$ cat src/rtl/seq_divider_if.sv
// Handshake and operand/result bundle between the multicycle control unit and seq_divider.
interface seq_divider_if #(
  parameter int WIDTH = 32
);
  logic             start;
  logic [WIDTH-1:0] a;
  logic [WIDTH-1:0] b;
  logic [WIDTH-1:0] hi;
  logic [WIDTH-1:0] lo;
  logic             ready;
  logic             div_zero;
  logic             busy;

  modport master (
    output start, a, b,
    input  hi, lo, ready, div_zero, busy
  );

  modport slave (
    input  start, a, b,
    output hi, lo, ready, div_zero, busy
  );
endinterface

$ cat src/rtl/seq_divider.sv
// Iterative signed divider for MIPS DIV: restoring division on magnitudes, one quotient bit
// per cycle, sign fix-up in a final step. Quotient goes to lo, remainder to hi.
module seq_divider #(
  parameter int WIDTH = 32
) (
  input  logic          clk,
  input  logic          reset,
  seq_divider_if.slave  bus
);
  localparam int CW = $clog2(WIDTH + 1);

  typedef enum logic [1:0] {IDLE, RUN, FIX} state_t;

  state_t           state_q;
  logic [CW-1:0]    count_q;
  logic [WIDTH:0]   divisor_q;
  logic [WIDTH-1:0] rem_q;
  logic [WIDTH-1:0] quot_q;
  logic [WIDTH-1:0] hi_q;
  logic [WIDTH-1:0] lo_q;
  logic             negQuot_q;
  logic             negRem_q;
  logic             ready_q;
  logic             divZero_q;
  logic             busy_q;

  logic [WIDTH-1:0] aAbs_d;
  logic [WIDTH-1:0] bAbs_d;
  logic [WIDTH:0]   remShift_d;
  logic [WIDTH:0]   diff_d;
  logic             remGeq_d;
  logic [WIDTH-1:0] remNext_d;
  logic [WIDTH-1:0] quotNext_d;

  // The dividend lives in quot_q and is shifted out MSB-first as quotient bits shift in.
  // Borrow out of the WIDTH+1 bit subtract doubles as the remainder >= divisor compare.
  always_comb begin
    aAbs_d     = bus.a[WIDTH-1] ? -bus.a : bus.a;
    bAbs_d     = bus.b[WIDTH-1] ? -bus.b : bus.b;
    remShift_d = {rem_q, quot_q[WIDTH-1]};
    diff_d     = remShift_d - divisor_q;
    remGeq_d   = ~diff_d[WIDTH];
    remNext_d  = remGeq_d ? diff_d[WIDTH-1:0] : remShift_d[WIDTH-1:0];
    quotNext_d = {quot_q[WIDTH-2:0], remGeq_d};
  end

  always_ff @(posedge clk) begin
    if (reset) begin
      state_q   <= IDLE;
      count_q   <= '0;
      divisor_q <= '0;
      rem_q     <= '0;
      quot_q    <= '0;
      hi_q      <= '0;
      lo_q      <= '0;
      negQuot_q <= 1'b0;
      negRem_q  <= 1'b0;
      ready_q   <= 1'b0;
      divZero_q <= 1'b0;
      busy_q    <= 1'b0;
    end else begin
      ready_q   <= 1'b0;
      divZero_q <= 1'b0;
      case (state_q)
        IDLE: begin
          if (bus.start) begin
            if (bus.b == '0) begin
              divZero_q <= 1'b1;
              ready_q   <= 1'b1;
            end else begin
              divisor_q <= {1'b0, bAbs_d};
              quot_q    <= aAbs_d;
              rem_q     <= '0;
              negQuot_q <= bus.a[WIDTH-1] ^ bus.b[WIDTH-1];
              negRem_q  <= bus.a[WIDTH-1];
              count_q   <= CW'(WIDTH);
              busy_q    <= 1'b1;
              state_q   <= RUN;
            end
          end
        end
        RUN: begin
          rem_q   <= remNext_d;
          quot_q  <= quotNext_d;
          count_q <= count_q - CW'(1);
          if (count_q == CW'(1)) begin
            state_q <= FIX;
          end
        end
        FIX: begin
          lo_q    <= negQuot_q ? -quot_q : quot_q;
          hi_q    <= negRem_q ? -rem_q : rem_q;
          ready_q <= 1'b1;
          busy_q  <= 1'b0;
          state_q <= IDLE;
        end
        default: state_q <= IDLE;
      endcase
    end
  end

  assign bus.hi       = hi_q;
  assign bus.lo       = lo_q;
  assign bus.ready    = ready_q;
  assign bus.div_zero = divZero_q;
  assign bus.busy     = busy_q;
endmodule

$ cat src/flat_wrapper.sv
// flat-port wrapper written by rule: the top's interface ports become plain ports
module seq_divider_flat 
#(
  parameter int WIDTH = 32
)
  (clk, reset, bus_start, bus_a, bus_b, bus_hi, bus_lo, bus_ready, bus_div_zero, bus_busy);
  seq_divider_if #(.WIDTH(WIDTH)) bus_i ();
  input  logic clk;
  input  logic reset;
  input wire logic [$bits(bus_i.start)-1:0] bus_start;
  input wire logic [$bits(bus_i.a)-1:0] bus_a;
  input wire logic [$bits(bus_i.b)-1:0] bus_b;
  output wire logic [$bits(bus_i.hi)-1:0] bus_hi;
  output wire logic [$bits(bus_i.lo)-1:0] bus_lo;
  output wire logic [$bits(bus_i.ready)-1:0] bus_ready;
  output wire logic [$bits(bus_i.div_zero)-1:0] bus_div_zero;
  output wire logic [$bits(bus_i.busy)-1:0] bus_busy;
  assign bus_i.start = bus_start;
  assign bus_i.a = bus_a;
  assign bus_i.b = bus_b;
  assign bus_hi = bus_i.hi;
  assign bus_lo = bus_i.lo;
  assign bus_ready = bus_i.ready;
  assign bus_div_zero = bus_i.div_zero;
  assign bus_busy = bus_i.busy;
  seq_divider #(.WIDTH(WIDTH)) u_core (.clk(clk), .reset(reset), .bus(bus_i));
endmodule
$ cat config.mk
export PLATFORM = sky130hd
export DESIGN_NAME = seq_divider_flat
export DESIGN_NICKNAME = d
export VERILOG_FILES = /design/src/rtl/seq_divider_if.sv /design/src/rtl/seq_divider.sv /design/src/flat_wrapper.sv
export SDC_FILE = /design/constraint.sdc
export NUM_CORES = 1
export LEC_CHECK = 0
export BUFFER_PORTS_ARGS = -buffer_cell sky130_fd_sc_hd__buf_4
export CAP_MARGIN = 20
export CORE_MARGIN = 3
export CORE_UTILIZATION = 40
export CTS_CLUSTER_SIZE = 12
export DETAILED_ROUTE_END_ITERATION = 8
export PLACE_DENSITY = 0.67
export SLEW_MARGIN = 10
export SYNTH_ARGS = -nofsm -noshare
export SYNTH_HDL_FRONTEND = slang
export SYNTH_SLANG_ARGS = --single-unit
$ cat constraint.sdc
create_clock -name clk -period 3.8 [get_ports clk]
set_input_delay 0.19 -clock clk [delete_from_list [all_inputs] [get_ports clk]]
set_output_delay 0.19 -clock clk [all_outputs]
set_load 0.005 [all_outputs]
==> results of run 1 <==
==> logic make-up (layout without fill, tap and decap cells) <==
group,after synthesis,count (layout)
AO/OA/AOI/OAI,365,365
multiplexers,30,30
AND/OR/NAND/NOR,411,411
adder cells (fa/ha/maj),39,39
flip-flops,173,173
XOR/XNOR,149,149
buffers and inverters,130,241
==> power by group through the flow <==
stage	clock (uW)	sequential [uW]	combinational, uW
final	1760	1980	959
after global routing	1870	1990	1070
after CTS	1800	1980	953
after detailed placement	0	2020	950
after global placement	0	2010	941
after floorplan	0	1980	702
==> state kept, by name, indices dropped and copies added, names as in the netlist <==
name / flops
u_core.bus.ready: 1
u_core.quot_q: 32
u_core.divisor_q: 32
u_core.negQuot_q: 1
u_core.bus.div_zero: 1
u_core.bus.hi: 32
u_core.state_q: 2
u_core.count_q: 6
u_core.bus.lo: 32
u_core.bus.busy: 1
u_core.rem_q: 32
u_core.negRem_q: 1
==> routing by layer <==
layer / global-route usage [%] / vias to the layer above
met3: 3.824 / 25
met4: 5.336 / 0
met1: 31.31 / 4327
met2: 29.06 / 259
li1: - / 4830
met5: 0 / -
==> worst max-delay path, cell delays in order (launching register included) <==
cell and delay [ns]:
sky130_fd_sc_hd__dfxtp_1 0.38, sky130_fd_sc_hd__inv_1 0.09, sky130_fd_sc_hd__ha_1 0.23, sky130_fd_sc_hd__fa_1 0.40, sky130_fd_sc_hd__nand2b_1 0.17, sky130_fd_sc_hd__a21oi_1 0.21, sky130_fd_sc_hd__o21ai_1 0.17, sky130_fd_sc_hd__o211a_1 0.30
sky130_fd_sc_hd__o31ai_2 0.36, sky130_fd_sc_hd__o21ai_1 0.21, sky130_fd_sc_hd__xor2_4 0.21, sky130_fd_sc_hd__buf_6 0.29, sky130_fd_sc_hd__mux2i_1 0.22, sky130_fd_sc_hd__o21ai_1 0.08
==> through the flow <==
step                cell area (sq um)  power (uW)  hold WS (ns)
floorplan                       10430        2686        0.3260
CTS                             12340        4726       0.04954
finish                          12340        4698       0.06752
global route                    12340        4936       0.07144
global placement                11750        2956        0.4375
detailed placement              11750        2969        0.4420
==> how the worst min path moves through the flow <==
stage,from,endpoint,slack [ns]
global placement,u_core.bus.lo[30],u_core.bus.lo[30],0.44
CTS,bus_b[0],u_core.divisor_q[0],0.05
finish,bus_b[0],u_core.divisor_q[0],0.07
floorplan,bus_b[0],u_core.divisor_q[0],0.33
detailed placement,u_core.bus.lo[22],u_core.bus.lo[22],0.44
global route,bus_b[0],u_core.divisor_q[0],0.07
==> placed cells by master (no fill, tap or decap), types with 36 or more instances in the layout <==
master                     count
sky130_fd_sc_hd__ha_1         38
sky130_fd_sc_hd__nand2_1     157
sky130_fd_sc_hd__buf_4       150
sky130_fd_sc_hd__o21ai_1      73
sky130_fd_sc_hd__a21oi_1      45
sky130_fd_sc_hd__dfxtp_1     173
sky130_fd_sc_hd__xnor2_1      46
sky130_fd_sc_hd__nor2_1      101
sky130_fd_sc_hd__inv_1        56
sky130_fd_sc_hd__o21ai_0      71
sky130_fd_sc_hd__xor2_1      102
sky130_fd_sc_hd__a211oi_1     36
==> layout make-up <==
| class | instances | area, sq um |
|---|---|---|
| Clock buffer | 18 | 429.2 |
| Clock inverter | 14 | 158.9 |
| Fill cell | 2498 | 13060 |
| Inverter | 56 | 210.2 |
| Multi-Input combinational cell | 994 | 6492 |
| Sequential cell | 173 | 3463 |
| Tap cell | 330 | 412.9 |
| Timing Repair Buffer | 153 | 1177 |
==> reports/results.md, run 1 <==
| Item | Value |
|:---|:---|
| Outcome | finished clean |
| Launch point of the critical path | u_core.quot_q[31] |
| # placed instances | 1706 |
| Total nets after synthesis | 1403 |
| Clock slew seen by the registers of the worst setup and hold paths | 0.07 ns |
| Wire length of the first global-routing pass | 46.81 mm |
| Largest net degree at the start of global routing | 81 |
| Switching Share | 30.46% |
| Pre-antenna DRT Iters | 5 |
| Compound-cell area share of the yosys netlist | 22.64% |
| Flops & latches, synth | 173 |
| Post-layout utilization of the core | 48.60% |
| Residual overflow from global routing | 0 |
| Total vias in the final route | 9441 |
| Setup WS pre-CTS | 0.1447 ns |
| Post-synthesis share of cell area spent on and, or, nand and nor gates | 19.01% |
| Total met3 wirelength after detailed routing | 1.767 mm |
| DR vias/cell | 5.432 |
| Synthesized-area fraction occupied by xor and xnor cells | 12.51% |
| Final-report hold violation count | 0 |
| Post-synthesis instance area | 10430 sq um |
| Library cell used as clock root buffer | sky130_fd_sc_hd__clkbuf_16 |
| Setup skew after layout | 0.01967 ns |
| Top post-synthesis cells by area | sky130_fd_sc_hd__dfxtp_1, sky130_fd_sc_hd__xor2_1, sky130_fd_sc_hd__nand2_1 |
| Highest Clock Rate | 287.5 MHz |
| Routed Wire Length | 28.95 mm |
| FF-to-FF End | u_core.rem_q[11] |
| Final period util | 91.54% |
| Max Fanout on Critical Path | 23 |
| Wl on met1 | 14.80 mm |
| # H-tree levels | 4 |
| Global Route Usage Sum | 20.36% |
| Distinct cells, synth | 67 |
| Insertion delay of the later-clocked pin in the worst-skew pair | 0.44 ns |
| Worst reg-to-reg setup slack | 0.32 ns |
| Post-CTS setup buffers | 0 |
| Total CTS buffers | 17 |
| Proportion of netlist area held by the largest area contributor | 33.19% |
| Portion of the post-synthesis area used by sequential elements | 33.19% |
| Diodes inserted | 0 |
| Overall die area | 28060 sq um |
| Placed wire-length estimate after detailed placement | 22.30 mm |
| Dominant synthesized flop cell | sky130_fd_sc_hd__dfxtp_1 |
| DRC | 0 |
| Part of the total power dissipated in the clock network | 37.5% |
| Number of flops mapped to enable cells by yosys | 0 |
| Die width | 167.5 microns |
| Number of antenna violations at the first check in global routing | 0 |
| Most used standard cell by instance count after synthesis | sky130_fd_sc_hd__dfxtp_1 |
| Quantity of hold-fixing buffers added after cts | 0 |
| Maximum buffer depth of the clock tree | 2 |
| Post-route ant nets | 0 |
| Worst min path class | primary input to register |
| Layout area overhead | 18.31% |
| Combinational cell fraction of total power | 20.4% |
| Initial DRC count | 634 |
| Mean instance size in the synthesized netlist | 8.045 sq um |
| Number of max-cap violations | 0 |
| Setup crit end | u_core.rem_q[11] |
| Share of post-route cells with drive strength above 1 | 15.06% |
| Arr. time, crit path | 3.77 ns |
| Tightest Pin Transition | 0.9459 ns |
| Total I/O pin count | 134 |
| Peak supply drop | 316.5 uV |
| Largest family of logic cells by synthesized area | compound AO/OA/AOI/OAI gates |
| Mux share of post-synthesis cell area | 2.878% |
| Number of cells traversed by the worst hold path | 3 |
| Startpoint-to-endpoint class of the critical path | register to register |
| WL per Instance | 16.65 microns |
| Setup tns final | 0 ns |
| Total of buffers placed on input and output ports | 133 |
| Starting Density | 41.08% |
| Final max-slew violation count | 0 |
| Internal Pwr Total | 3267 uW |
| Placeable Area | 25400 sq um |
| Highest routing layer actually used | met4 |
| Top cells by instance count after synthesis | sky130_fd_sc_hd__dfxtp_1, sky130_fd_sc_hd__nand2_1, sky130_fd_sc_hd__xor2_1 |
| Synthesized netlist cell count | 1297 |
| Net switching component of the power | 1431 uW |
| Clock tree sinks | 173 |
| R2r worst-path depth | 13 |
| Share of synthesized cell area in full adder, half adder and majority cells | 4.749% |
| Kind of start point of the critical path | register |
| Number of core rows | 58 |
| Setup slack after layout | 0.3214 ns |
| Via count of the first global-routing pass | 8711 |
| Critical register-to-register path startpoint | u_core.quot_q[31] |
| PostCTS Resize Cnt | 0 |
| Number of failing setup endpoints in the final timing report | 0 |
| Static leakage power | 0.005129 uW |
| Die extent in y | 167.5 microns |
| Worst max-slew margin expressed relative to the limit | 36.85% |
| Final Net Count | 1501 |
| Areal power density over the cells | 380.6 nW/um^2 |
| Leading area contributor after synthesis | sky130_fd_sc_hd__dfxtp_1 |
| Power share of the sequential group | 42.1% |
| Clock period minus final worst setup slack | 3.479 ns |
| WP data required | 4.09 ns |
| Nature of the critical path endpoint | register |
| CTS tree | built |
| Unrepaired setup endpoints after global routing | no |
| Share of synthesized registers carrying an async set or reset | 0% |
| Post-route non-filler standard cell count | 1738 |
| Wire length on met2 | 11.93 mm |
| Number of warnings printed during yosys synthesis | 0 |
| Routability congestion estimate from global placement | 0.8912 |
Power figures use the tool's default switching activity.
==> run 2, diff against run 1 <==
clock period = 3.5 ns   (was 3.8 ns; I/O delays follow)
==> reports/results.md, run 2 (same netlist as run 1, synthesis figures left out) <==
| Item | Value | vs previous |
|:---|:---|:---|
| Most frequent cells in the layout | sky130_fd_sc_hd__dfxtp_1, sky130_fd_sc_hd__buf_4, sky130_fd_sc_hd__nand2_1 | was sky130_fd_sc_hd__dfxtp_1, sky130_fd_sc_hd__nand2_1, sky130_fd_sc_hd__buf_4 |
| Final standard cell area without fillers | 12410 sq um | was 12340 sq um |
| Setup slack after layout | 0.2001 ns | was 0.3214 ns |
| Overall die area | 28060 sq um | unchanged |
| Max Fanout on Critical Path | 18 | was 23 |
| Initial DRC count | 781 | was 634 |
| Post-route ant nets | 0 | unchanged |
| Startpoint-to-endpoint class of the critical path | register to register | unchanged |
| Diodes inserted | 0 | unchanged |
| Total I/O pin count | 134 | unchanged |
| WL per Instance | 16.45 microns | was 16.65 microns |
| Routability congestion estimate from global placement | 0.9222 | was 0.8912 |
| Static leakage power | 0.005180 uW | was 0.005129 uW |
| Post-CTS setup buffers | 0 | unchanged |
| Clock slew seen by the registers of the worst setup and hold paths | 0.07 ns | about the same |
| R2r worst-path depth | 13 | unchanged |
| Areal power density over the cells | 412.7 nW/um^2 | was 380.6 nW/um^2 |
| Arr. time, crit path | 3.60 ns | was 3.77 ns |
| Final Net Count | 1509 | was 1501 |
| Placed cell areas | 11800 sq um | was 11750 sq um |
| DR vias/cell | 5.464 | was 5.432 |
| Insertion delay of the later-clocked pin in the worst-skew pair | 0.43 ns | was 0.44 ns |
| Total CTS buffers | 17 | unchanged |
| WP data required | 3.80 ns | was 4.09 ns |
| Residual overflow from global routing | 0 | unchanged |
| Tightest Pin Transition | 0.9268 ns | was 0.9459 ns |
| Starting Density | 41.08% | unchanged |
| Setup tns final | 0 ns | unchanged |
| Total of buffers placed on input and output ports | 133 | unchanged |
| Total vias in the final route | 9541 | was 9441 |
| Wire length of the first global-routing pass | 45.98 mm | was 46.81 mm |
| Library cell used as clock root buffer | sky130_fd_sc_hd__clkbuf_16 | unchanged |
| Net switching component of the power | 1562 uW | was 1431 uW |
| Number of cells traversed by the worst hold path | 3 | unchanged |
| Peak supply drop | 262.0 uV | was 316.5 uV |
| Setup WS pre-CTS | 0.1882 ns | was 0.1447 ns |
| Switching Share | 30.50% | was 30.46% |
| Share of post-route cells with drive strength above 1 | 15.47% | was 15.06% |
| Combinational cell fraction of total power | 20.5% | was 20.4% |
| Die extent in y | 167.5 microns | unchanged |
| Global Route Usage Sum | 19.89% | was 20.36% |
| Layout area overhead | 18.92% | was 18.31% |
| Most frequent standard cell in the layout excluding fill and tap cells | sky130_fd_sc_hd__dfxtp_1 | unchanged |
| Routed Wire Length | 28.71 mm | was 28.95 mm |
| Setup skew after layout | 0.01278 ns | was 0.01967 ns |
| Placeable Area | 25400 sq um | unchanged |
| Clock period minus final worst setup slack | 3.300 ns | was 3.479 ns |
| Pre-antenna DRT Iters | 5 | unchanged |
| DRC | 0 | unchanged |
| Worst max-slew margin expressed relative to the limit | 38.13% | was 36.85% |
| CTS tree | built | unchanged |
| Clock tree sinks | 173 | unchanged |
| Placed wire-length estimate after detailed placement | 22.12 mm | was 22.30 mm |
| Final total power | 5121 uW | was 4698 uW |
| Number of max-cap violations | 0 | unchanged |
| Power share of the sequential group | 41.9% | was 42.1% |
| Final-report hold violation count | 0 | unchanged |
| Internal Pwr Total | 3559 uW | was 3267 uW |
| Final max-slew violation count | 0 | unchanged |
| Die width | 167.5 microns | unchanged |
| # H-tree levels | 4 | unchanged |
| Part of the total power dissipated in the clock network | 37.6% | was 37.5% |
| Largest net degree at the start of global routing | 73 | was 81 |
| Number of antenna violations at the first check in global routing | 0 | unchanged |
| Maximum buffer depth of the clock tree | 2 | unchanged |
| Final period util | 94.28% | was 91.54% |
| Kind of start point of the critical path | register | unchanged |
| Highest Clock Rate | 303.0 MHz | was 287.5 MHz |
| Nature of the critical path endpoint | register | unchanged |
| Number of core rows | 58 | unchanged |
| Number of failing setup endpoints in the final timing report | 0 | unchanged |
| Via count of the first global-routing pass | 8611 | was 8711 |
| Worst min path class | primary input to register | unchanged |
| Outcome | finished clean | unchanged |
run 2: cell types whose count changed in the layout (fill, tap and decap cells not counted):
cell                            previous run  this run
sky130_fd_sc_hd__buf_6                     1         0
sky130_fd_sc_hd__inv_8                     1         2
sky130_fd_sc_hd__a21oi_1                  45        44
sky130_fd_sc_hd__clkinvlp_4                4         1
sky130_fd_sc_hd__a21oi_2                   0         1
sky130_fd_sc_hd__clkbuf_1                  1         2
sky130_fd_sc_hd__clkinv_4                  3         4
sky130_fd_sc_hd__buf_4                   150       158
sky130_fd_sc_hd__dlygate4sd3_1             0         1
run 2: path summary, 6_finish.rpt:
check | from | to | slack, ns
setup / recovery | u_core.quot_q[31] | u_core.rem_q[21] | 0.20
setup reg to reg | u_core.quot_q[31] | u_core.rem_q[21] | 0.20
hold reg to reg | u_core.bus.hi[16] | u_core.bus.hi[16] | 0.45
hold / removal | bus_b[0] | u_core.divisor_q[0] | 0.05
run 2: metal layers:
| metal | vias up | GRT usage [%] | share of wire (%) |
|---|---|---|---|
| li1 | 4841 | - | - |
| met1 | 4408 | 30.85 | 52 |
| met2 | 277 | 28.27 | 41 |
| met3 | 15 | 4.108 | 6.8 |
| met4 | 0 | 4.162 | 0.80 |
| met5 | - | 0 | 0 |
run 2: cell type report:
class / instances / area [sq um]
clock buffer: 19 / 432.9
clock inverter: 13 / 156.4
fill: 2476 / 12990
inverter: 56 / 210.2
multi-input combinational: 994 / 6496
sequential: 173 / 3463
tap: 330 / 412.9
timing repair buffer: 161 / 1236
run 2: power by group through the flow:
stage               Combinational (uW)  Clock [uW]  Sequential, uW
floorplan                          763           0            2150
global placement                  1020           0            2180
detailed placement                1040           0            2190
CTS                               1040        1970            2140
global route                      1170        2050            2160
finish                            1050        1920            2150
run 2: repair_timing:
item,4_1_cts,5_1_grt
hold buffers,1,0
hold endpoints to repair,1,0
resized for setup,0,2
endpoints found under the setup margin,0,31
run 2: metrics by stage:
stage	utilization, %	std cells	hold slack (ns)
final	48.85	1746	0.04924
after detailed placement	46.46	1713	0.4445
after CTS	48.82	1746	0.02726
after floorplan	-	1297	0.3110
after global placement	46.46	1713	0.4371
after global routing	48.85	1746	0.05111
run 2: critical path, cell delays in order (launching register included):
cell,delay (ns)
sky130_fd_sc_hd__dfxtp_1,0.35
sky130_fd_sc_hd__inv_1,0.07
sky130_fd_sc_hd__ha_1,0.22
sky130_fd_sc_hd__fa_1,0.39
sky130_fd_sc_hd__nand2b_1,0.19
sky130_fd_sc_hd__a21oi_2,0.17
sky130_fd_sc_hd__o21ai_1,0.15
sky130_fd_sc_hd__o211a_1,0.30
sky130_fd_sc_hd__o31ai_2,0.34
sky130_fd_sc_hd__o21ai_1,0.21
sky130_fd_sc_hd__xor2_4,0.25
sky130_fd_sc_hd__buf_12,0.21
sky130_fd_sc_hd__mux2i_1,0.21
sky130_fd_sc_hd__o21ai_0,0.09
